--- config.mk ---
export PLATFORM = sky130hd
export DESIGN_NAME = chip
export DESIGN_NICKNAME = d
export VERILOG_FILES = /design/src/rtl/chip.sv
export SDC_FILE = /design/constraint.sdc
export NUM_CORES = 1
export LEC_CHECK = 0
export CAP_MARGIN = 30
export CORE_MARGIN = 5
export CORE_UTILIZATION = 47
export DETAILED_ROUTE_END_ITERATION = 12
export PLACE_DENSITY = 0.74
export SLEW_MARGIN = 20
export SYNTH_ARGS = -nofsm -noshare
export SYNTH_HDL_FRONTEND = slang
export SYNTH_SLANG_ARGS = --single-unit
--- constraint.sdc ---
create_clock -name ph2 -period 6.6 [get_ports ph2]
set_clock_uncertainty 0.1 [all_clocks]
set_input_delay 1.98 -clock ph2 [delete_from_list [all_inputs] [get_ports ph2]]
set_output_delay 1.98 -clock ph2 [all_outputs]
set_load 0.03 [all_outputs]
--- src/rtl/chip.sv ---
// Two-player tic-tac-toe engine: registered 3x3 board, turn/result FSM and winner flag.
// Every output is a register; moves are judged against the post-move board at the same edge.
module chip (
    input  logic        ph2,
    input  logic        reset,
    input  logic        isPlayer1Start,
    input  logic        playerWrite,
    input  logic [3:0]  playerInput,
    output logic [17:0] gBoard,
    output logic [2:0]  gameState,
    output logic [1:0]  winner
);

    typedef enum logic [2:0] {
        P1_TURN = 3'b001,
        P2_TURN = 3'b010,
        P1_WIN  = 3'b011,
        P2_WIN  = 3'b100,
        DRAW    = 3'b101
    } state_t;

    state_t      r_state;
    state_t      w_nextState;
    logic [17:0] r_board;
    logic [17:0] w_nextBoard;
    logic [1:0]  r_winner;
    logic [1:0]  w_nextWinner;

    logic [1:0]  w_moverCode;
    logic [31:0] w_boardPad;
    logic [1:0]  w_target;
    logic        w_moveOk;
    logic [17:0] w_placed;
    logic        w_full;

    function automatic logic cellIs(input logic [17:0] b, input int idx, input logic [1:0] code);
        return b[2*idx +: 2] == code;
    endfunction

    function automatic logic hasLine(input logic [17:0] b, input logic [1:0] code);
        return (cellIs(b, 0, code) && cellIs(b, 1, code) && cellIs(b, 2, code)) ||
               (cellIs(b, 3, code) && cellIs(b, 4, code) && cellIs(b, 5, code)) ||
               (cellIs(b, 6, code) && cellIs(b, 7, code) && cellIs(b, 8, code)) ||
               (cellIs(b, 0, code) && cellIs(b, 3, code) && cellIs(b, 6, code)) ||
               (cellIs(b, 1, code) && cellIs(b, 4, code) && cellIs(b, 7, code)) ||
               (cellIs(b, 2, code) && cellIs(b, 5, code) && cellIs(b, 8, code)) ||
               (cellIs(b, 0, code) && cellIs(b, 4, code) && cellIs(b, 8, code)) ||
               (cellIs(b, 2, code) && cellIs(b, 4, code) && cellIs(b, 6, code));
    endfunction

    always_ff @(posedge ph2) begin
        if (!reset) begin
            r_board  <= 18'b0;
            r_winner <= 2'b11;
            r_state  <= isPlayer1Start ? P1_TURN : P2_TURN;
        end else begin
            r_board  <= w_nextBoard;
            r_winner <= w_nextWinner;
            r_state  <= w_nextState;
        end
    end

    // Indices 9..15 land in the padding, which reads as occupied and so is never writable.
    always_comb begin
        w_moverCode = (r_state == P1_TURN) ? 2'b01 : 2'b10;
        w_boardPad  = {14'h3FFF, r_board};
        w_target    = w_boardPad[{playerInput, 1'b0} +: 2];
        w_moveOk    = playerWrite && (playerInput <= 4'd8) && (w_target == 2'b00) &&
                      ((r_state == P1_TURN) || (r_state == P2_TURN));
        w_placed    = r_board | (18'(w_moverCode) << {playerInput, 1'b0});
        w_full      = 1'b1;
        for (int i = 0; i < 9; i++) begin
            if (w_placed[2*i +: 2] == 2'b00) w_full = 1'b0;
        end

        w_nextBoard  = r_board;
        w_nextWinner = r_winner;
        w_nextState  = r_state;

        case (r_state)
            P1_TURN, P2_TURN: begin
                if (w_moveOk) begin
                    w_nextBoard = w_placed;
                    if (hasLine(w_placed, w_moverCode)) begin
                        w_nextState  = (r_state == P1_TURN) ? P1_WIN : P2_WIN;
                        w_nextWinner = w_moverCode;
                    end else if (w_full) begin
                        w_nextState  = DRAW;
                        w_nextWinner = 2'b00;
                    end else begin
                        w_nextState = (r_state == P1_TURN) ? P2_TURN : P1_TURN;
                    end
                end
            end
            P1_WIN, P2_WIN, DRAW: ;
            // Corrupted state code: restart a fresh game rather than stay stuck.
            default: begin
                w_nextBoard  = 18'b0;
                w_nextWinner = 2'b11;
                w_nextState  = P1_TURN;
            end
        endcase
    end

    assign gBoard    = r_board;
    assign gameState = r_state;
    assign winner    = r_winner;

endmodule

## After elaboration in Yosys (flattened, before gate mapping)

Cells that the tools add are included.
W data, S select, Z words.

- Reductions and logical operators: 42
- $add $sub $neg: 0
- Eq/ne operators: 18
- Bitwise logic cells: 2
- Multiply operators: 0
- $lt $le $gt $ge: 1
- Div/mod/pow operators: 0
- Multiplexer cells: 24
- Shift-type cells: 2

Operators with widths:

| kind | count |
|---|---|
| $pmux W18 S2 | 1 |
| $shiftx A32 B6 Y2 | 1 |
| $logic_not A2 Y1 | 10 |
| $logic_and A1 B1 Y1 | 19 |
| $eq A2 B2 Y1 | 9 |
| $mux W18 | 1 |
| $or A18 B18 Y18 | 1 |
| $shl A2 B5 Y18 | 1 |
| $mux W3 | 5 |
| $mux W2 | 6 |
| $mux W1 | 9 |
| $logic_or A1 B1 Y1 | 8 |
| $eq A3 B2 Y1 const B | 2 |
| $eq A3 B3 Y1 const B | 2 |
| $ne A3 B3 Y1 const B | 2 |
| $pmux W3 S2 | 1 |
| $le A4 B4 Y1 const B | 1 |
| $ne A2 B2 Y1 const B | 2 |
| $pmux W2 S2 | 1 |
| $reduce_and A2 Y1 | 2 |
| $eq A3 B1 Y1 const B | 1 |
| $reduce_and A3 Y1 | 1 |
| $reduce_or A3 Y1 | 1 |
| $reduce_or A2 Y1 | 1 |
| $not A1 Y1 | 1 |

- Bits in latches: 0
- Memories: 0
- ROM bits: 0
- Bits in registers: 23
- Word-level logic and storage cells: 92
- Memory bits (writable): 0

## Longest topological paths before layout

Gate-level depths: netlist of the first run.

- Depth after elaboration: 19
- Mapped depth: 9
- Mapped depth without buffers: 8

## Worst setup path before layout of the first run

No wires, ideal clock.

- Path type: in2reg
- Start point: input playerInput[1]
- End point: register r_state[0], in the netlist gameState[0] (data pin)
- Path buffers: 1
- Cell stages on the path: 8
- Data arrival time: 3.627 ns
- Slack: 2.604 ns
- Setup time: 0.269 ns
- Cell sequence: buf_2 or4b_4 a221oi_2 nand3_1 a211oi_2 o31a_1 o21bai_1 a31oi_1

- Longest elaborated chain between the ends: 17
- Elaborated cells on any way between the ends: 57
- Classes of those cells: eq/ne (9); shift (1); mux (14); bitwise (1); reduce/logical (32)

Ends and longest elaborated chain:

| item | RTL line | source |
|---|---|---|
| from (decl) | 8 | `input logic [3:0] playerInput,` |
| $shl A2 B5 Y18 (*) | 70 | `w_placed = r_board \| (18'(w_moverCode) << {playerInput, 1'b0});` |
| $or A18 B18 Y18 (*) | 70 |  |
| $logic_not A2 Y1 | 73 | `if (w_placed[2*i +: 2] == 2'b00) w_full = 1'b0;` |
| $mux W1 (9 in series) | 73 |  |
| $mux W3 | 87 | `end else if (w_full) begin` |
| $mux W3 (*) | 84 | `if (hasLine(w_placed, w_moverCode)) begin` |
| $mux W3 (*) | 82 | `if (w_moveOk) begin` |
| $pmux W3 S2 (*) | 80 | `case (r_state)` |
| $mux W3 (*) | 52 | `if (!reset) begin` |
| to (signal assigned) | 55 | `r_state <= isPlayer1Start ? P1_TURN : P2_TURN;` |
| to (signal assigned) | 59 | `r_state <= w_nextState;` |
| to (decl) | 22 | `state_t r_state;` |

Every way passes the cells marked *; elsewhere a longest branch is shown, timed or not. The select of a mux whose other input is x is not followed.
A chain may end at the register's enable or synchronous reset.

## Final worst setup path of the first run

- Start point: input playerInput[0]
- End point: register r_state[1], in the netlist gameState[1] (enable)

- Longest elaborated chain between the ends: 6
- Elaborated cells on any way between the ends: 8
- Classes of those cells: order compare (1); eq/ne (1); shift (1); reduce/logical (5)

Ends and longest elaborated chain:

| item | RTL line | source |
|---|---|---|
| $shiftx A32 B6 Y2 or $le A4 B4 Y1 (tied branches) | 67, 68 |  |
| $logic_not A2 Y1 or $logic_and A1 B1 Y1 (tied branches) | 68 | `w_moveOk = playerWrite && (playerInput <= 4'd8) && (w_target == 2'b00) &&` |
| $logic_and A1 B1 Y1 (*) (2 in series) | 68 |  |
| $ne A3 B3 Y1 (no source line) (*) | - |  |
| $reduce_and A2 Y1 (no source line) (*) | - |  |

Every way passes the cells marked *; elsewhere a longest branch is shown, timed or not.

==> run_results.csv, run 1 <==
group,metric,value,unit
outcome,run_status,"finished, final reports clean",
grt,grt_pass1_vias,1334,
sta,setup_viol,0,
floorplan,die_h,66.8,um
yosys,synth_cell_types,48,
sta,rsz0062_at_grt,"false",
yosys,async_flop_share,0,
floorplan,die_w,66.8,um
grt,grt_max_degree,19,
route,num_vias,1421,
worst_setup_path,critPathLaunchType,"input pin",
cells_and_area,regArea,490,um2
yosys,synth_top_family_by_area,"simple AND/OR/NAND/NOR gates",
clock_tree,clock-sinks,23,
placed_design,dp_hpwl,2.84,mm
yosys,syn_inst,166,
hold_path,holdPathStages,1,
sta,setup_tns,0,ns
run,maxCapViolCount,0,
grt,grt_util_all_layers,0.184,
cells_and_area,utilization,0.598,
cells_and_area,layout_common_cells,"nor2_1, clkdlybuf4s50_1, dfxtp_1, o21a_1, nand2_1",
clock_tree,htreeDepth,1,
worst_setup_path,reg2reg_from,"gameState[1]$_DFFE_PP_",
cells_and_area,area_growth,21.5,%
grt,antenna_found_initial,0,
worst_setup_path,rr_endpoint,"gameState[0]$_DFFE_PP_",
route,antenna_left,0,
power_and_ir_drop,power,0.301,mW
worst_setup_path,end_kind,"flip-flop",
floorplan,core,3080,um2
worst_setup_path,slowest_delay,0.71,ns
floorplan,dieArea,4460,um2
cells_and_area,final_nets,200,
placed_design,gp_congestion,0.931,
yosys,synth_edf_count,3,
route,drt-total-wl,3.81,mm
worst_setup_path,worstPathArrival,4.47,ns
hold_path,hold_start,"gBoard[11]$_SDFFE_PN0P_",
clock_tree,clock_latency,0.32,ns
worst_setup_path,cp_cell_sequence,"clkdlybuf4s50_1, mux4_1, mux2_2, a32oi_2, nor2_1, o21ai_0, nand3_1",
sta,hold_viol,0,
clock_tree,cts_tree,"built",
hold_path,hold_class,"reg -> reg",
power_and_ir_drop,ir_drop,0.113,mV
clock_tree,post_cts_buffers,0,
sta,fmax,222,MHz
yosys,synth_seq_cells,23,
clock_tree,cts_made_buffers,3,
clock_tree,cts.clk_slew.worst_paths,0.13,ns
sta,worst_pin_slew,0.584,ns
yosys,yosys.area_share.xor_xnor,0.00578,
yosys,synth_area,1520,um2
sta,period_minus_slack,4.51,ns
cells_and_area,diodes,0,
sta,timing.final.crit_share,0.683,
yosys,yosys.area_share.simple,0.315,
yosys,syn_area_per_cell,9.13,um2
clock_tree,clock_path_buffers,2,
route,drt-initial-drc-count,110,
sta,drv_slew,0,
clock_tree,cts_resized,0,
route,via_per_inst,6.05,
route,drtPass1Iterations,5,
floorplan,rows,20,
cells_and_area,multi_input_area,945,um2
route,route.detailed.drc,0,
worst_setup_path,required,6.56,ns
yosys,synthMuxAreaShare,0.0669,
yosys,synthAdderAreaFrac,0,
clock_tree,holdBufCountCts,0,
worst_setup_path,criticalPathCategory,"in -> reg",
yosys,ys.flop_type,"dfxtp_1",
worst_setup_path,rrSetupSlack,3.65,ns
worst_setup_path,worst_path_max_delay_cell,"clkdlybuf4s50_1",
sta,maxSlewHeadroom,0.611,
grt,grt.overflow.total,0,
floorplan,io_pins,31,
clock_tree,cts_root_buf,"clkbuf_4",
cells_and_area,fill_cells,286,
yosys,syn-num-nets,174,
worst_setup_path,critPathMaxFanout,11,
yosys,yosysSeqAreaShare,0.324,
placed_design,numPortBuffers,30,
route,wl_per_cell,16.2,um
yosys,synth_compound_area_frac,0.235,
cells_and_area,drive_gt1_frac,0.131,
power_and_ir_drop,p_leak,0.620,nW
cells_and_area,final_common_cell,"nor2_1",
worst_setup_path,rr_worst_depth,7,
hold_path,whs_endpoint,"gBoard[11]$_SDFFE_PN0P_",
power_and_ir_drop,power_density,164,nW/um2
floorplan,start_util,0.492,
grt,grt_pass1_wl,6.29,mm
yosys,ys_warn_count,0,
cell usage after synthesis (all sizes together) (3+ instances only):
cell	instances	share of area
inv	6	0.015
and2	3	0.014
clkbuf	5	0.012
nand2	8	0.020
a221oi	7	0.057
o21a	13	0.064
nand3	4	0.017
edfxtp	3	0.059
dfxtp	20	0.26
nor2	31	0.077
mux2i	3	0.020
a22oi	3	0.015
nor4bb	4	0.026
or4b	3	0.027
nor3	7	0.026
nand4bb	3	0.022
nor2b	5	0.021
a21oi	6	0.020
buf	4	0.026
and4bb	3	0.025
registers in the layout, summed over array words and instances, names as in the netlist:
signal and cells:
gameState 3, gBoard 18, winner 2
kinds of logic after synthesis:
logic type,after synthesis
XOR/XNOR,1
flip-flops,23
multiplexers,7
buffers and inverters,15
AND/OR/NAND/NOR,77
AO/OA/AOI/OAI,43
metrics by stage:
stage / cells / cell area (um2) / worst slack (ns) / hold slack [ns]
6_report: 235 / 1840 / 2.09 / 0.436
4_1_cts: 235 / 1840 / 2.10 / 0.443
5_1_grt: 235 / 1840 / 1.87 / 0.474
2_1_floorplan: 166 / 1520 / 2.60 / 0.540
3_5_place_dp: 231 / 1810 / 1.74 / 0.411
3_3_place_gp: 231 / 1810 / 1.87 / 0.401
routing by layer:
metal | global-route usage | up-vias | wire (um)
met2 | 0.287 | 66 | 1780
li1 | - | 676 | -
met4 | 0.0838 | 0 | 57
met3 | 0.0304 | 7 | 327
met5 | 0 | - | 0
met1 | 0.246 | 672 | 1640
worst max path at each step:
stage / from / endpoint / cells past startpoint
after floorplan: playerInput[1] / gameState[0]$_DFFE_PP_ / 8
after global placement: playerInput[0] / gameState[1]$_DFFE_PP_ / 7
after detailed placement: playerInput[0] / gameState[1]$_DFFE_PP_ / 7
after CTS: playerInput[0] / gameState[1]$_DFFE_PP_ / 7
after global routing: playerInput[0] / gameState[0]$_DFFE_PP_ / 7
final: playerInput[0] / gameState[1]$_DFFE_PP_ / 7
cell type report:
| type | instances | area share |
|---|---|---|
| sequential | 23 | 0.266 |
| inverter | 6 | 0.0122 |
| multi-input combinational | 128 | 0.513 |
| timing repair buffer | 30 | 0.163 |
| clock buffer | 3 | 0.0122 |
| clock inverter | 1 | 0.00272 |
| tap | 44 | 0.0299 |
power breakdown:
group          switching (mW)  internal [mW]  total, mW
Clock                  0.0438         0.0227     0.0666
Combinational          0.0420         0.0318     0.0738
Sequential             0.0133          0.148      0.161
critical path: cells and delay by family:
kind,cells,cell delay [ns]
muxes,2,0.90
buffers and inverters,1,0.71
AOI/OAI and AO/OA,2,0.59
and+or+nand+nor,2,0.29
(Power assumes the default switching activity.)
==> run 2: changes to the inputs <==
clock period = 4.7 ns   (was 6.6 ns; I/O delays follow)
==> run_results.csv, run 2 (same netlist as run 1, synthesis figures left out) <==
group,metric,value,unit
clock_tree,clock_latency,0.33,ns
sta,period_minus_slack,3.82,ns
placed_design,numPortBuffers,30,
grt,grt_max_degree,19,
floorplan,die_h,66.8,um
outcome,run_status,"finished, final reports clean",
grt,grt_pass1_vias,1302,
route,drt-initial-drc-count,90,
route,wl_per_cell,16.7,um
route,drt-total-wl,3.93,mm
route,num_vias,1418,
grt,antenna_found_initial,0,
worst_setup_path,required,4.84,ns
clock_tree,cts.clk_slew.worst_paths,0.14,ns
placed_design,dp_hpwl,2.93,mm
cells_and_area,largest_reg_flops,18,
power_and_ir_drop,internal_power,0.285,mW
power_and_ir_drop,ir_drop,0.155,mV
floorplan,rows,20,
floorplan,die_w,66.8,um
sta,drv_slew,0,
power_and_ir_drop,p_seq_frac,0.524,
clock_tree,clock_path_buffers,2,
cells_and_area,final_common_cell,"nor2_1",
route,route.detailed.drc,0,
run,maxCapViolCount,0,
worst_setup_path,critPathMaxFanout,11,
cells_and_area,drive_gt1_frac,0.135,
power_and_ir_drop,netSwitchingPower,0.146,mW
power_and_ir_drop,power_density,233,nW/um2
clock_tree,holdBufCountCts,0,
sta,fmax,262,MHz
grt,grt_util_all_layers,0.190,
route,antenna_left,0,
clock_tree,cts_tree,"built",
floorplan,io_pins,31,
sta,maxSlewHeadroom,0.623,
sta,setup_viol,0,
sta,timing.final.crit_share,0.813,
worst_setup_path,end_kind,"flip-flop",
power_and_ir_drop,power,0.430,mW
clock_tree,clock-sinks,23,
clock_tree,cts_root_buf,"clkbuf_4",
grt,grt_pass1_wl,6.47,mm
floorplan,core,3080,um2
clock_tree,cts_resized,0,
placed_design,dp_cells,232,
floorplan,dieArea,4460,um2
worst_setup_path,criticalPathCategory,"in -> reg",
sta,setup_tns,0,ns
hold_path,hold_class,"reg -> reg",
route,drtPass1Iterations,4,
clock_tree,post_cts_buffers,0,
floorplan,start_util,0.492,
worst_setup_path,worstPathArrival,3.96,ns
power_and_ir_drop,clock_power_share,0.229,
power_and_ir_drop,p_leak,0.625,nW
power_and_ir_drop,swShare,0.339,
route,via_per_inst,6.01,
sta,worst_pin_slew,0.566,ns
clock_tree,htreeDepth,1,
cells_and_area,area_growth,22.0,%
cells_and_area,diodes,0,
clock_tree,cts_made_buffers,3,
worst_setup_path,critPathLaunchType,"input pin",
sta,rsz0062_at_grt,"false",
sta,hold_viol,0,
grt,grt.overflow.total,0,
placed_design,gp_congestion,0.896,
cells_and_area,layout_common_cells,"nor2_1, clkdlybuf4s50_1, dfxtp_1, o21a_1, nand2_1",
cells_and_area,stdcell_count,236,
power_and_ir_drop,combPwrFrac,0.247,
cells_and_area,final_nets,201,
[run 2: per-layer routing]
| layer | GRT usage | share of wire |
|---|---|---|
| met5 | 0 | 0 |
| met3 | 0.0320 | 0.062 |
| met4 | 0.0635 | 0.010 |
| met1 | 0.246 | 0.43 |
| met2 | 0.316 | 0.49 |
[run 2: critical path, stage by stage]
cell             delay, ns
clkdlybuf4s50_1       0.60
or4_1                 0.65
nand2_1               0.14
nand3_1               0.09
a2111oi_0             0.40
nand2_1               0.20
o2bb2ai_1             0.18
and2_4                0.17
mux2i_1               0.11
[run 2: power by group through the flow]
| stage | clock network [mW] | registers, mW | logic, mW |
|---|---|---|---|
| after floorplan | 0 | 0.231 | 0.0724 |
| after global placement | 0 | 0.229 | 0.104 |
| after detailed placement | 0 | 0.230 | 0.106 |
| after CTS | 0.101 | 0.225 | 0.106 |
| after global routing | 0.109 | 0.228 | 0.113 |
| final | 0.0984 | 0.225 | 0.106 |
[run 2: stage by stage]
| stage | worst slack, ns | hold slack, ns | utilization | cell area [um2] |
|---|---|---|---|---|
| floorplan | 1.27 | 0.540 | - | 1520 |
| global placement | 0.617 | 0.399 | 0.591 | 1820 |
| detailed placement | 0.542 | 0.408 | 0.591 | 1820 |
| CTS | 0.897 | 0.449 | 0.600 | 1850 |
| global route | 0.713 | 0.471 | 0.600 | 1850 |
| finish | 0.880 | 0.448 | 0.600 | 1850 |
[run 2: final timing paths]
check | endpoint | from | cells past startpoint | slack (ns)
hold / removal | winner[0]$_SDFFE_PN1P_ | winner[0]$_SDFFE_PN1P_ | 2 | 0.45
setup reg to reg | gameState[0]$_DFFE_PP_ | gameState[1]$_DFFE_PP_ | 7 | 1.73
hold reg to reg | winner[0]$_SDFFE_PN1P_ | winner[0]$_SDFFE_PN1P_ | 2 | 0.45
setup / recovery | winner[0]$_SDFFE_PN1P_ | playerInput[0] | 9 | 0.88
[run 2: area by class of cell]
cell class / instances / area, um2
clock buffer: 3 / 22.5
multi-input combinational: 128 / 945
fill: 282 / 1230
tap: 44 / 55.1
clock inverter: 1 / 5.00
timing repair buffer: 31 / 308
inverter: 6 / 22.5
sequential: 23 / 490
